### config.mk
export PLATFORM = sky130hd
export DESIGN_NAME = alu_result_stage
export DESIGN_NICKNAME = d
export VERILOG_FILES = /design/src/rtl/alu_pkg.sv /design/src/rtl/alu_result_fifo.sv /design/src/rtl/alu_result_stage.sv
export SDC_FILE = /design/constraint.sdc
export NUM_CORES = 1
export LEC_CHECK = 0
export CAP_MARGIN = 0
export CORE_ASPECT_RATIO = 0.6
export CORE_UTILIZATION = 57
export CTS_CLUSTER_SIZE = 16
export DETAILED_ROUTE_END_ITERATION = 10
export PLACE_DENSITY = 0.95
export SKIP_LAST_GASP = 1
export SLEW_MARGIN = 10
export SYNTH_ARGS = -nofsm -noshare
export SYNTH_HDL_FRONTEND = slang
export SYNTH_SLANG_ARGS = --single-unit
### constraint.sdc
create_clock -name clk -period 17.38 [get_ports clk]
set_clock_uncertainty 0.2 [all_clocks]
set_input_delay 4.345 -clock clk [delete_from_list [all_inputs] [get_ports clk]]
set_output_delay 4.345 -clock clk [all_outputs]
set_load 0.01 [all_outputs]
### src/rtl/alu_pkg.sv
// Shared ALU definitions: status-bit positions and the native result width.
package alu_pkg;
  localparam int FLAG_C     = 0;
  localparam int FLAG_Z     = 1;
  localparam int FLAG_O     = 2;
  localparam int FLAG_N     = 3;
  localparam int ALU_DATA_W = 64;
endpackage

### src/rtl/alu_result_fifo.sv
// In-order result buffer: storage array, wrapping pointers, occupancy count and flush.
module alu_result_fifo #(
  parameter int W     = 69,
  parameter int DEPTH = 2,
  localparam int PTR_W = $clog2(DEPTH),
  localparam int CNT_W = PTR_W + 1
) (
  input  logic             clk,
  input  logic             rst_n,
  input  logic             flush_i,
  input  logic             push_i,
  input  logic             pop_i,
  input  logic [W-1:0]     wdata_i,
  output logic [W-1:0]     rdata_o,
  output logic [CNT_W-1:0] count_o
);
  logic [W-1:0]     mem_q [DEPTH];
  logic [PTR_W-1:0] wr_ptr_q, rd_ptr_q;
  logic [CNT_W-1:0] count_q;
  logic             do_push, do_pop;

  // A flushed cycle neither admits nor retires anything.
  assign do_push = push_i & ~flush_i & (count_q != CNT_W'(DEPTH));
  assign do_pop  = pop_i  & ~flush_i & (count_q != '0);

  always_ff @(posedge clk or negedge rst_n) begin
    if (!rst_n) begin
      wr_ptr_q <= '0;
      rd_ptr_q <= '0;
      count_q  <= '0;
    end else if (flush_i) begin
      wr_ptr_q <= '0;
      rd_ptr_q <= '0;
      count_q  <= '0;
    end else begin
      if (do_push) wr_ptr_q <= wr_ptr_q + PTR_W'(1);
      if (do_pop)  rd_ptr_q <= rd_ptr_q + PTR_W'(1);
      case ({do_push, do_pop})
        2'b10:   count_q <= count_q + CNT_W'(1);
        2'b01:   count_q <= count_q - CNT_W'(1);
        default: count_q <= count_q;
      endcase
    end
  end

  always_ff @(posedge clk) begin
    if (do_push) mem_q[wr_ptr_q] <= wdata_i;
  end

  assign rdata_o = mem_q[rd_ptr_q];
  assign count_o = count_q;
endmodule

### src/rtl/alu_result_stage.sv
// Result stage behind the ALU: buffers results for the consumer and owns the
// architectural status register {N,O,Z,C} plus the sticky overflow bit.
module alu_result_stage
  import alu_pkg::*;
#(
  parameter int DATA_W = ALU_DATA_W,
  parameter int DEST_W = 5,
  parameter int DEPTH  = 2
) (
  input  logic              clk,
  input  logic              rst_n,
  input  logic              in_valid,
  output logic              in_ready,
  input  logic [DATA_W-1:0] in_data,
  input  logic [3:0]        in_status,
  input  logic [DEST_W-1:0] in_dest,
  input  logic              in_setflags,
  output logic              out_valid,
  input  logic              out_ready,
  output logic [DATA_W-1:0] out_data,
  output logic [DEST_W-1:0] out_dest,
  output logic [3:0]        flags_q,
  output logic              ovf_sticky,
  input  logic              sticky_clr,
  input  logic              flush
);
  localparam int CNT_W = $clog2(DEPTH) + 1;
  localparam int ENT_W = DATA_W + DEST_W;

  logic [CNT_W-1:0] count;
  logic [ENT_W-1:0] head;
  logic [ENT_W-1:0] hold_q, hold_d;
  logic [3:0]       flags_d;
  logic             sticky_q, sticky_d;
  logic             push, pop, accept;

  // Handshakes depend only on the registered count, so no in->out or out_ready->in_ready path.
  assign in_ready  = (count != CNT_W'(DEPTH));
  assign out_valid = (count != '0);
  assign push      = in_valid & in_ready;
  assign pop       = out_valid & out_ready;
  assign accept    = push & ~flush;

  alu_result_fifo #(
    .W     (ENT_W),
    .DEPTH (DEPTH)
  ) u_fifo (
    .clk     (clk),
    .rst_n   (rst_n),
    .flush_i (flush),
    .push_i  (push),
    .pop_i   (pop),
    .wdata_i ({in_dest, in_data}),
    .rdata_o (head),
    .count_o (count)
  );

  always_comb begin
    flags_d  = (accept & in_setflags) ? in_status : flags_q;
    sticky_d = (sticky_q & ~sticky_clr) | (accept & in_setflags & in_status[FLAG_O]);
    hold_d   = (pop & ~flush) ? head : hold_q;
  end

  always_ff @(posedge clk or negedge rst_n) begin
    if (!rst_n) begin
      flags_q  <= 4'b0000;
      sticky_q <= 1'b0;
      hold_q   <= '0;
    end else begin
      flags_q  <= flags_d;
      sticky_q <= sticky_d;
      hold_q   <= hold_d;
    end
  end

  // When empty, the outputs keep showing the most recently retired entry.
  assign {out_dest, out_data} = out_valid ? head : hold_q;
  assign ovf_sticky           = sticky_q;
endmodule

==> impl_metrics.yaml <==
clocking:
  cts_setup_buffers: 0
  cts.reportedPaths.clkPinSlew_ns: 0.06
  cts_resized: 0
  tritoncts: "built"
  cts.sinks: 216
  ctsHoldBuffers: 0
  cts_buffers: 19
  worstSkewPairLatency_ns: 0.48
  cts_root_buf: "clkbuf_16"
  htreeDepth: 1
  cts_buffer_depth: 3
logic_synthesis:
  synth_seq_cells: 216
  synth_area_sq_um: 8730
  syn_area_per_cell_sq_um: 13.5
  synthCells: 645
  yosysSeqAreaShare: 0.698
  yosysTopAreaCell: "edfxtp_1"
  synthTopCellsByArea: "edfxtp_1 47%, dfrtp_1 22%, mux2i_1 8.0%, o31ai_1 5.9%, a21oi_1 4.2%"
  ys_types: 30
  syn_nets: 725
  synth_top_area_share: 0.475
  ys.warnings.count: 0
floorplan:
  initial_core_util: 0.593
  dieArea_sq_um: 15800
  fp.coreArea_sq_um: 14700
  die_w_microns: 162
  row_count: 34
  ios: 156
  die_y_microns: 97.9
route:
  top_layer: "met4"
  routed-wl-met3_microns: 1720
  avgRoutedWirePerCell_microns: 19.9
  ant_nets: 0
  wl_met1_microns: 8050
  drt_pass1_iterations: 5
  vias: 5832
  drc: 0
  drt-vias-per-instance: 5.93
  routed_wl_microns: 19600
  drt-initial-drc-count: 514
  wl_met2_microns: 9560
setup_path:
  cp-start-kind: "flip-flop"
  rrSetupSlack_ns: 14.69
  crit_path_end_kind: "primary output"
  path_class: "reg -> out"
  path_max_fanout: 109
  required_ns: 12.84
  critPathArrivalTime_ns: 3.27
timing:
  fin_crit_sh: 0.449
  max_freq_mhz: 128
  hold_viol: 0
  holdWs_ns: 0.310
  tns_ns: 0
  finalSetupViolCount: 0
  grt_setup_unrepaired: "no"
  report.final.slew_viol_count: 0
  setup_slack_ns: 9.57
  worstMarginPinSlew_ns: 1.07
  max-slew-margin-rel: 0.285
  min_period_ns: 7.81
worst_hold_path:
  hold_class: "reg -> reg"
final_layout:
  diodes: 0
  fin_nets: 854
  drive_gt1_frac: 0.0547
  area_growth_pct: 25.3
  final_area_sq_um: 10900
power_and_ir_drop:
  clock_power_share: 0.300
  ir_worst_vdd_uv: 122
  switchingPower_uw: 348
  power.static_leakage_uw: 0.00385
  p_per_area_nw_per_um2: 120
  sequentialPowerShare: 0.485
  power.total_uw: 1320
  p_int_uw: 969
  p_comb_frac: 0.215
  swShare: 0.264
placement:
  dp_slack_ns: 10.13
  place_area_sq_um: 10300
  place_congestion: 0.776
  portBuffers: 155
  hpwl_microns: 12000
run:
  drv_cap: 0
outcome:
  status: "finished, final reports clean"
global_route:
  grt_max_degree: 119
  antenna_found_initial: 0
  grt_usage: 0.251
  grt_pass1_wl_microns: 31000
  gr-total-overflow: 0
  grt_pass1_vias: 6022
-- per-stage QoR --
stage	util	cells
detailed placement	0.702	950
global route	0.743	984
finish	0.743	984
floorplan	-	645
global placement	0.702	950
CTS	0.741	983
-- cell usage in the layout, fill, tap and decap left out, types with 2 or more instances in the layout --
cell               n
inv_1              3
clkdlybuf4s50_1  153
buf_4              9
edfxtp_1         138
clkinv_1           4
dfrtp_1           77
mux2i_1           70
nor2_1            70
mux2_1             4
o21ai_0           70
clkinv_2           2
a21oi_1           73
o31ai_1           69
clkbuf_1           5
clkbuf_16         19
-- synthesized netlist by cell type --
cell type    n
nand4b_2     1
edfxtp_1   138
or3_1        1
nor4b_1      1
nor4_1       1
clkbuf_1    16
buf_2       32
mux2i_1     70
o31ai_1     69
nor2b_2      1
o211ai_1     1
nor3b_1      1
a21oi_1     73
inv_1        3
or2_1        1
a21o_1       1
nor2_1      70
buf_4        3
nand3b_1     1
dfrtp_1     78
xor2_1       1
buf_6        1
mux2_1       4
o22ai_1      1
clkbuf_4     1
inv_2        1
o21ai_1      1
or2_2        1
o21ai_0     70
buf_1        2
-- layout make-up --
type,instances,area [sq um]
inverters,4,15.0
well taps,198,248
clock buffers,25,508
clock inverters,8,63.8
flip-flops and latches,216,6100
fillers,934,3780
repair buffers,163,1630
multi-input cells,370,2380
-- final timing paths --
kind                                                from  cells past startpoint                     endpoint
max in group asynchronous                          rst_n                      1  u_fifo.rd_ptr_q$_DFFE_PN0P_
hold reg to reg                   hold_q[26]$_DFFE_PN0N_                      2       hold_q[26]$_DFFE_PN0N_
setup / recovery           u_fifo.count_o[0]$_DFFE_PN0P_                      5                 out_data[33]
hold / removal                    hold_q[26]$_DFFE_PN0N_                      2       hold_q[26]$_DFFE_PN0N_
min in group asynchronous                          rst_n                      1       hold_q[11]$_DFFE_PN0N_
setup reg to reg           u_fifo.count_o[1]$_DFFE_PN0P_                      5       hold_q[42]$_DFFE_PN0N_
-- registers in the layout, indices dropped and copies added, names as in the netlist --
signal,count
u_fifo.mem_q,138
hold_q,69
flags_q,4
u_fifo.count_o,2
ovf_sticky,1
u_fifo.rd_ptr_q,1
u_fifo.wr_ptr_q,1
-- worst max-delay path: stages (launching register included) --
cell and delay [ns]:
dfrtp_1 0.50, or2_4 0.39, buf_4 0.86, nor2_1 0.09
a21oi_1 0.30, clkdlybuf4s50_1 0.60
-- cell families (layout without fill, tap and decap cells) --
family | count (synthesis) | count (layout) | synth area share
flops | 216 | 216 | 0.698
compound gates | 216 | 216 | 0.144
simple gates | 79 | 79 | 0.0384
mux | 74 | 74 | 0.0854
xor+xnor | 1 | 1 | 0.00100
buf+inv | 59 | 200 | 0.0325
-- per-layer routing --
layer  global-route usage  vias up
met5                    0        -
met4               0.0610        0
li1                     -     2691
met2                0.409      275
met3               0.0523       23
met1                0.348     2843
-- power groups by stage --
stage                     Sequential, uW  Combinational, uW  Clock [uW]
final                                639                283         394
after global routing                 645                307         421
after CTS                            639                283         400
after detailed placement             647                280           0
after global placement               643                268           0
after floorplan                      638                146           0
Note: power is estimated with default switching activity, not from simulation.
